## src/rtl/nano_dsi_pkg.sv

```systemverilog
// Shared state encoding and timer constants for the nano-PMOD DSI link sequencer.
package nano_dsi_pkg;

    localparam int TIMER_W       = 8;
    localparam int TIMER_EXP_BIT = 7;

    typedef logic [TIMER_W-1:0] timer_t;

    typedef enum logic [2:0] {
        ST_IDLE      = 3'd0,
        ST_CLK_START = 3'd1,
        ST_CLK_PRE   = 3'd2,
        ST_BURST     = 3'd3,
        ST_CLK_POST  = 3'd4,
        ST_CLK_STOP  = 3'd5,
        ST_LP_GAP    = 3'd6
    } link_state_e;

    // The down-counter has run out once it wraps below zero.
    function automatic logic timer_expired(input timer_t t);
        return t[TIMER_EXP_BIT];
    endfunction

    // A timed state holds for the load cycle, cfg decrements, and the wrap cycle.
    function automatic int unsigned timed_state_len(input timer_t cfg);
        return 32'(cfg) + 32'd2;
    endfunction

endpackage

```

## src/rtl/nano_dsi_link_ctrl_if.sv

```systemverilog
// Burst request/grant bundle and clock-lane HS handshake for the DSI link sequencer.
interface nano_dsi_link_ctrl_if #(
    parameter int N_REQ = 2
);

    logic [N_REQ-1:0] req;
    logic [N_REQ-1:0] grant;
    logic [N_REQ-1:0] done;
    logic             clk_hs_req;
    logic             clk_hs_rdy;

    // master is the sequencer; slave is the packet sources plus the clock-lane driver.
    modport master (
        input  req,
        input  done,
        input  clk_hs_rdy,
        output grant,
        output clk_hs_req
    );

    modport slave (
        output req,
        output done,
        output clk_hs_rdy,
        input  grant,
        input  clk_hs_req
    );

endinterface

```

## src/rtl/nano_dsi_rr_arb.sv

```systemverilog
// N_REQ round-robin arbiter: the winner and the rotating pointer update only when latch is pulsed.
module nano_dsi_rr_arb #(
    parameter int N_REQ = 2
) (
    input  logic             clk,
    input  logic             rst_n,
    input  logic [N_REQ-1:0] req,
    input  logic             latch,
    output logic             any_req,
    output logic [N_REQ-1:0] winner_oh
);

    localparam int IDX_W = (N_REQ > 1) ? $clog2(N_REQ) : 1;

    typedef logic [IDX_W-1:0] idx_t;

    idx_t ptr_q;
    idx_t pick;
    logic hit;

    function automatic idx_t wrap_add(input idx_t base, input int unsigned off);
        int unsigned sum;
        sum = (32'(base) + off) % unsigned'(N_REQ);
        return sum[IDX_W-1:0];
    endfunction

    function automatic logic [N_REQ-1:0] to_onehot(input idx_t idx);
        logic [N_REQ-1:0] oh;
        oh      = '0;
        oh[idx] = 1'b1;
        return oh;
    endfunction

    // NOTE: every output of an always_comb gets a default first, so no path can infer a latch.
    always_comb begin
        hit  = 1'b0;
        pick = ptr_q;
        // Scan from the far end so the candidate nearest the pointer is written last and wins.
        for (int i = N_REQ - 1; i >= 0; i--) begin
            if (req[wrap_add(ptr_q, unsigned'(i))]) begin
                hit  = 1'b1;
                pick = wrap_add(ptr_q, unsigned'(i));
            end
        end
    end

    assign any_req = hit;

    // NOTE: rst_n is synchronous here, so it is tested inside the clocked block like any other input.
    always_ff @(posedge clk) begin
        if (!rst_n) begin
            ptr_q     <= '0;
            winner_oh <= '0;
        end else if (latch && hit) begin
            ptr_q     <= wrap_add(pick, 32'd1);
            winner_oh <= to_onehot(pick);
        end
    end

endmodule

```

## src/rtl/nano_dsi_link_ctrl.sv

```systemverilog
// DSI link sequencer: arbitrates HS bursts and walks the clock lane through pre/post/LP-gap timing.
// Optional: define NANO_DSI_LINK_BTB_EN to chain pending bursts from CLK_POST straight into CLK_PRE.
module nano_dsi_link_ctrl
    import nano_dsi_pkg::*;
#(
    parameter int N_REQ = 2
) (
    input  logic                   clk,
    input  logic                   rst_n,
    nano_dsi_link_ctrl_if.master   bus,
    input  logic [TIMER_W-1:0]     cfg_clk_pre,
    input  logic [TIMER_W-1:0]     cfg_clk_post,
    input  logic [TIMER_W-1:0]     cfg_lp_gap,
    output logic                   busy
);

    link_state_e      state_q;
    link_state_e      state_next;
    timer_t           timer_q;
    timer_t           timer_load;
    logic             timer_done;
    logic             arb_latch;
    logic             arb_any;
    logic             burst_end;
    logic [N_REQ-1:0] winner_oh;
    logic [N_REQ-1:0] grant_q;
    logic             hs_req_q;

    nano_dsi_rr_arb #(
        .N_REQ (N_REQ)
    ) u_arb (
        .clk       (clk),
        .rst_n     (rst_n),
        .req       (bus.req),
        .latch     (arb_latch),
        .any_req   (arb_any),
        .winner_oh (winner_oh)
    );

    assign timer_done = timer_expired(timer_q);
    // Only the owning source may end the burst; stray done bits are masked off.
    assign burst_end  = |(bus.done & winner_oh);

    always_comb begin
        state_next = state_q;
        arb_latch  = 1'b0;
        unique case (state_q)
            ST_IDLE: begin
                if (arb_any) begin
                    arb_latch  = 1'b1;
                    state_next = ST_CLK_START;
                end
            end
            ST_CLK_START: begin
                if (bus.clk_hs_rdy) state_next = ST_CLK_PRE;
            end
            ST_CLK_PRE: begin
                if (timer_done) state_next = ST_BURST;
            end
            ST_BURST: begin
                if (burst_end) state_next = ST_CLK_POST;
            end
            ST_CLK_POST: begin
                if (timer_done) begin
`ifdef NANO_DSI_LINK_BTB_EN
                    if (arb_any) begin
                        arb_latch  = 1'b1;
                        state_next = ST_CLK_PRE;
                    end else begin
                        state_next = ST_CLK_STOP;
                    end
`else
                    state_next = ST_CLK_STOP;
`endif
                end
            end
            ST_CLK_STOP: begin
                if (!bus.clk_hs_rdy) state_next = ST_LP_GAP;
            end
            ST_LP_GAP: begin
                if (timer_done) state_next = ST_IDLE;
            end
            default: state_next = ST_IDLE;
        endcase
    end

    // cfg bit7 is forced low so a bad setting cannot look like an already-expired timer.
    always_comb begin
        timer_load = '0;
        unique case (state_next)
            ST_CLK_PRE:  timer_load = {1'b0, cfg_clk_pre[TIMER_EXP_BIT-1:0]};
            ST_CLK_POST: timer_load = {1'b0, cfg_clk_post[TIMER_EXP_BIT-1:0]};
            ST_LP_GAP:   timer_load = {1'b0, cfg_lp_gap[TIMER_EXP_BIT-1:0]};
            default:     timer_load = '0;
        endcase
    end

    // NOTE: non-blocking assignments make every flop here sample pre-edge values together.
    always_ff @(posedge clk) begin
        if (!rst_n) begin
            state_q  <= ST_IDLE;
            timer_q  <= '0;
            grant_q  <= '0;
            hs_req_q <= 1'b0;
            busy     <= 1'b0;
        end else begin
            state_q  <= state_next;
            timer_q  <= (state_next != state_q) ? timer_load : timer_q - timer_t'(1);
            // Outputs are registered from the next state so they change on the same edge as the FSM.
            grant_q  <= (state_next == ST_BURST) ? winner_oh : '0;
            hs_req_q <= state_next inside {ST_CLK_START, ST_CLK_PRE, ST_BURST, ST_CLK_POST};
            busy     <= (state_next != ST_IDLE);
        end
    end

    assign bus.grant      = grant_q;
    assign bus.clk_hs_req = hs_req_q;

endmodule
```

## src/flat_wrapper.sv

```systemverilog
// flat-port wrapper written by rule: the top's interface ports become plain ports
module nano_dsi_link_ctrl_flat import nano_dsi_pkg::*;
#(
    parameter int N_REQ = 2
)
  (clk, rst_n, cfg_clk_pre, cfg_clk_post, cfg_lp_gap, busy, bus_req, bus_done, bus_clk_hs_rdy, bus_grant, bus_clk_hs_req);
  nano_dsi_link_ctrl_if #(.N_REQ(N_REQ)) bus_i ();
  input  logic clk;
  input  logic rst_n;
  input  logic [TIMER_W-1:0] cfg_clk_pre;
  input  logic [TIMER_W-1:0] cfg_clk_post;
  input  logic [TIMER_W-1:0] cfg_lp_gap;
  output logic busy;
  input wire logic [$bits(bus_i.req)-1:0] bus_req;
  input wire logic [$bits(bus_i.done)-1:0] bus_done;
  input wire logic [$bits(bus_i.clk_hs_rdy)-1:0] bus_clk_hs_rdy;
  output wire logic [$bits(bus_i.grant)-1:0] bus_grant;
  output wire logic [$bits(bus_i.clk_hs_req)-1:0] bus_clk_hs_req;
  assign bus_i.req = bus_req;
  assign bus_i.done = bus_done;
  assign bus_i.clk_hs_rdy = bus_clk_hs_rdy;
  assign bus_grant = bus_i.grant;
  assign bus_clk_hs_req = bus_i.clk_hs_req;
  nano_dsi_link_ctrl #(.N_REQ(N_REQ)) u_core (.clk(clk), .rst_n(rst_n), .bus(bus_i), .cfg_clk_pre(cfg_clk_pre), .cfg_clk_post(cfg_clk_post), .cfg_lp_gap(cfg_lp_gap), .busy(busy));
endmodule
```

## config.mk

```make
export PLATFORM = sky130hd
export DESIGN_NAME = nano_dsi_link_ctrl_flat
export DESIGN_NICKNAME = d
export VERILOG_FILES = /design/src/rtl/nano_dsi_pkg.sv /design/src/rtl/nano_dsi_link_ctrl_if.sv /design/src/rtl/nano_dsi_rr_arb.sv /design/src/rtl/nano_dsi_link_ctrl.sv /design/src/flat_wrapper.sv
export SDC_FILE = /design/constraint.sdc
export NUM_CORES = 1
export LEC_CHECK = 0
export CORE_ASPECT_RATIO = 2
export CORE_MARGIN = 1.5
export CORE_UTILIZATION = 38
export CTS_BUF_LIST = sky130_fd_sc_hd__clkbuf_2 sky130_fd_sc_hd__clkbuf_4 sky130_fd_sc_hd__clkbuf_8
export DETAILED_ROUTE_END_ITERATION = 10
export PLACE_DENSITY = 0.71
export SETUP_SLACK_MARGIN = 0.02
export SYNTH_ARGS = -nofsm -noshare
export SYNTH_HDL_FRONTEND = slang
export SYNTH_SLANG_ARGS = --single-unit
```

## constraint.sdc

```tcl
create_clock -name clk -period 1.85 [get_ports clk]
set_clock_uncertainty 0.15 [all_clocks]
set_input_delay 0.185 -clock clk [delete_from_list [all_inputs] [get_ports clk]]
set_output_delay 0.185 -clock clk [all_outputs]
set_load 0.05 [all_outputs]
```

# Word level (Yosys, flattened, before mapping)
# Index checks and enable logic that the tools add are counted.
[classes] reduce_logical=7 mux=22 bitwise=1 n_lt_le_gt_ge=4 add_sub_neg=3 eq_ne=12
[op_table] operator="3-bit two-way mux" count=7
[op_table] operator="3-bit one-hot mux with 7 select lines" count=1
[op_table] operator="7-bit one-hot mux with 3 select lines" count=1
[op_table] operator="3-bit == test, second input constant" count=5
[op_table] operator="3-bit by 2-bit == test with 1-bit output, second input constant" count=4
[op_table] operator="1-bit two-way mux" count=11
[op_table] operator="8-bit two-way mux" count=1
[op_table] operator="8-bit by 1-bit subtractor with 8-bit output, second input constant" count=1
[op_table] operator="3-bit by 1-bit == test with 1-bit output, second input constant" count=2
[op_table] operator="1-bit by 2-bit less-than comparator with 1-bit output, second input constant" count=3
[op_table] operator="4-bit nonzero test" count=1
[op_table] operator="3-bit zero test" count=1
[op_table] operator="3-bit inequality test" count=1
[op_table] operator="3-bit nonzero test" count=1
[op_table] operator="1-bit adder, second input constant" count=2
[op_table] operator="2-bit AND" count=1
[op_table] operator="1-bit logical AND" count=2
[op_table] operator="2-bit AND reduction" count=1
[op_table] operator="2-bit OR reduction" count=1
[op_table] operator="1-bit demux with 1-bit select" count=1
[op_table] operator="1-bit greater-or-equal comparator, second input constant" count=1
[word_totals] inputBits=31 ff_bits=18 out_inout_bits=4

# Longest topological paths before layout
[depth] ltp_word=10 depth_mapped=7

# Hierarchy
# Synthesis repeated with hierarchy kept, for this count alone.
[hier_totals] cells_unflattened=111 hier_area_um2=945.9
[by_module_without_submodules] mod="nano_dsi_link_ctrl" area_per_inst_um2=842.1 seq_area_each_um2=300.3 cells_per_inst=99 n_inst=1
[by_module_without_submodules] mod="nano_dsi_rr_arb" area_per_inst_um2=103.8 seq_area_each_um2=40.0 cells_per_inst=12 n_inst=1

# Least setup slack after synthesis
# No wires, ideal clock.
[synth_timing] path_type="register -> register" from="register u_core.state_q[0]" to="register u_core.timer_q[2]" stages_incl_launch_ff=6 t_arrival_ps=1496 slack_ps=90 n_path_buf=0 path_cell_list="dfxtp_1 -> or2_1 -> o32a_4 -> a32oi_4 -> o22ai_1 -> a21o_1"
[synth_via] elab_chain_cells=5
[synth_rtl] element="start: declaration" line="nano_dsi_link_ctrl.sv:17" rtl="link_state_e state_q;"
[synth_rtl] element="start signal: assignment" line="nano_dsi_link_ctrl.sv:107" rtl="state_q <= state_next;"
[synth_rtl] element="3-bit == test, or another cell as far along" line="nano_dsi_link_ctrl.sv:47" rtl="unique case (state_q)"
[synth_rtl] element="3-bit one-hot mux with 7 select lines" line="nano_dsi_link_ctrl.sv:47"
[synth_rtl] element="3-bit == test or 3-bit by 2-bit == test with 1-bit output (tied branches)" line="nano_dsi_link_ctrl.sv:90" rtl="unique case (state_next)"
[synth_rtl] element="7-bit one-hot mux with 3 select lines" line="nano_dsi_link_ctrl.sv:90"
[synth_rtl] element="8-bit two-way mux *" line="nano_dsi_link_ctrl.sv:108" rtl="timer_q <= (state_next != state_q) ? timer_load : timer_q - timer_t'(1);"
[synth_rtl] element="end signal: assignment" line="nano_dsi_link_ctrl.sv:108"
[synth_rtl] element="end: declaration" line="nano_dsi_link_ctrl.sv:19" rtl="timer_t timer_q;"
# Every way passes the cells marked *; elsewhere a longest branch is shown, timed or not.
# A chain may end at the register's enable or synchronous reset.

# Worst setup path after layout
[layout_timing] from="register u_core.state_q[2]" to="register u_core.timer_q[5]"
# Same word-level chain as after synthesis.

==> flow_metrics.py <==
metrics = {
    "cts": {
        "htree_levels": 1,
        "cts_hold_buf": 0,
        "clkSinkCount": 17,
        "clkSlewWorstSetupHoldPaths_ns": 0.07,
        "cts_root_buffer": "clkbuf_8",
        "cts_buffer_depth": 2,
        "clk_latency_ns": 0.26,
        "cts_tree": "built",
        "numCtsBuffers": 3,
    },
    "sta": {
        "min_period_over_period_pct": 101,
        "maxSlewViolCount": 0,
        "timing_hold_violations_final": 0,
        "tightest_slew_ns": 0.505,
        "fin_setup_tns_ns": -0.0636,
        "setup_viol": 4,
        "rsz0062_at_grt": "yes",
        "hold_slack_ns": 0.354,
        "fmax_mhz": 534,
        "final.min_clock_period_ns": 1.87,
        "slew_headroom_pct": 66.2,
        "worst_slack_ns": -0.0231,
    },
    "yosys": {
        "netlist_instances": 110,
        "ys.warnings.count": 0,
        "synthArstFlopShare_pct": 0,
        "synth_cell_types": 43,
        "syn_avg_cell_area_um2": 9.51,
        "yosysTopAreaCell": "dfxtp_1",
        "netlist_top_cells_count": "17 x dfxtp_1, 9 x nor2_1, 8 x a21o_1, 8 x a22oi_1, 7 x o22ai_1",
        "synth.most_common_cell": "dfxtp_1",
        "ys_seq_area_share_pct": 32.5,
        "synth.cell_area_um2": 1050,
        "synth_flop_cell": "dfxtp_1",
        "synth_edf_count": 0,
        "yosysTopAreaCellShare_pct": 32.5,
        "ys_ff_latch": 17,
        "synth_fp_nets": 142,
        "synth.area.top_cells": "dfxtp_1 33%, a21o_1 5.7%, a22oi_1 5.7%, o22ai_1 4.2%, xnor2_1 4.2%",
    },
    "cells_and_area": {
        "post-route-util_pct": 62.8,
        "drive_gt1_share_pct": 25.5,
        "num_antenna_cells": 0,
        "finalNonFillerCells": 189,
        "final_nets": 194,
        "synthToLayoutAreaGrowth_pct": 54.2,
    },
    "power": {
        "p_leak_uw": 0.000688,
        "ir_drop_mv": 0.473,
        "power.density_nw_per_um2": 873,
    },
    "worst_setup_path": {
        "r2r-start": "u_core.state_q[2]$_SDFF_PN0_",
        "cp-startpoint": "u_core.state_q[2]$_SDFF_PN0_",
        "cp-end-kind": "flop",
        "crit_type": "flop to flop",
        "cp.arrival_ns": 1.87,
        "worstPathMaxFanout": 8,
        "crit_required_ns": 1.85,
        "crit_path_start_kind": "flop",
    },
    "global_routing": {
        "gr-total-overflow": 0,
        "antenna_found_initial": 0,
        "grt_pass1_wl_um": 4430,
        "grt_pass1_vias": 1087,
        "grt_max_degree": 15,
        "track_usage_pct": 20.6,
    },
    "die": {
        "initial_utilization_pct": 40.7,
        "die_area_um2": 3100,
        "core_um2": 2570,
        "dieHeight_um": 77.2,
        "io_pins": 35,
        "die_x_um": 40.1,
        "rows": 26,
    },
    "detailed_routing": {
        "ant_nets": 0,
        "drc": 0,
        "first_pass_iters": 4,
        "via_per_inst": 5.74,
        "via_count": 1084,
        "drtIter0Drc": 24,
        "wl_per_cell_um": 14.9,
        "wl_um": 2820,
    },
    "flow_run": {
        "drv_cap": 0,
    },
    "placed_design": {
        "io_buffers": 31,
        "place_inst": 182,
        "dp_hpwl_um": 2220,
        "place_congestion": 0.823,
    },
    "min_path": {
        "hold_class": "primary input to flop",
        "min_from": "cfg_clk_post[0]",
    },
    "outcome": {
        "violations": "negative setup slack",
        "outcome": "complete, but fails checks",
    },
}
[layout make-up]
type | count | area [um2]
clock inverters | 1 | 5.00
clock buffers | 3 | 41.3
inverters | 5 | 18.8
fillers | 227 | 957
repair buffers | 50 | 453
flip-flops and latches | 17 | 345
well taps | 28 | 35.0
multi-input cells | 85 | 714
[kinds of logic (layout without fill, tap and decap cells)]
logic type	Yosys count	in the layout	synth area share (%)
AOI/OAI and AO/OA	41	41	33.4
and+or+nand+nor	34	34	20.8
DFF	17	17	32.5
xor gates and xnor gates	9	9	8.25
buffers and inverters	8	59	3.83
adders and majority gates	1	1	1.20
[worst max-delay path: stages (launching register included)]
cell	delay, ns
dfxtp_4	0.36
or2_4	0.25
o32a_4	0.41
a32oi_4	0.30
o22ai_1	0.15
a21o_1	0.16
[cells in the final DEF (no fill, tap or decap), types with 2 or more instances in the layout]
cell type        instances
a21o_1                   8
a21oi_1                  3
a22oi_1                  8
a32oi_1                  2
and2_1                   2
buf_4                   19
clkbuf_8                 3
clkdlybuf4s50_1         31
dfxtp_1                 15
inv_1                    5
nand2_1                  4
nand2b_1                 2
nor2_1                   9
nor3_1                   2
nor3b_1                  2
o22ai_1                  6
xnor2_1                  5
xor2_1                   2
[flip-flops by register name (all words and copies together), names as in the netlist]
signal / cells
u_core.state_q: 3
u_core.u_arb.winner_oh: 2
u_core.timer_q: 8
u_core.busy: 1
u_core.bus.grant: 2
u_core.bus.clk_hs_req: 1
[where the power goes]
part / internal (uW) / switching, uW
clock network: 150 / 131
logic: 328 / 295
registers: 432 / 72.8
[path summary, 6_finish.rpt]
check,end,slack (ns),cells after the start
worst min-delay path,u_core.timer_q[0]$_SDFF_PN0_,0.35,2
worst max register to register,u_core.timer_q[5]$_SDFF_PN0_,-0.02,5
worst max-delay path,u_core.timer_q[5]$_SDFF_PN0_,-0.02,5
worst min register to register,u_core.bus.grant[1]$_SDFF_PN0_,0.39,1
[metrics by stage]
step | area [um2] | worst slack (ns) | power (uW)
floorplan | 1050 | 0.0904 | 896
global placement | 1490 | -0.126 | 1070
detailed placement | 1490 | -0.184 | 1090
CTS | 1570 | -0.0221 | 1390
global route | 1610 | -0.0700 | 1500
finish | 1610 | -0.0231 | 1410
[routing by layer]
layer	track usage (%)	wire length (um)	part of all wire, %
met3	2.89	103	3.7
met1	17.2	923	33
met5	0	0	0
met4	11.7	122	4.3
met2	39.0	1670	59
[what timing repair did]
item / 4_1_cts / 5_1_grt
pin swaps: 8 / 5
setup endpoints to repair: 10 / 10
setup buffers: 1 / 2
gates resized for setup: 5 / 7
Note: power is estimated with default switching activity, not from simulation.
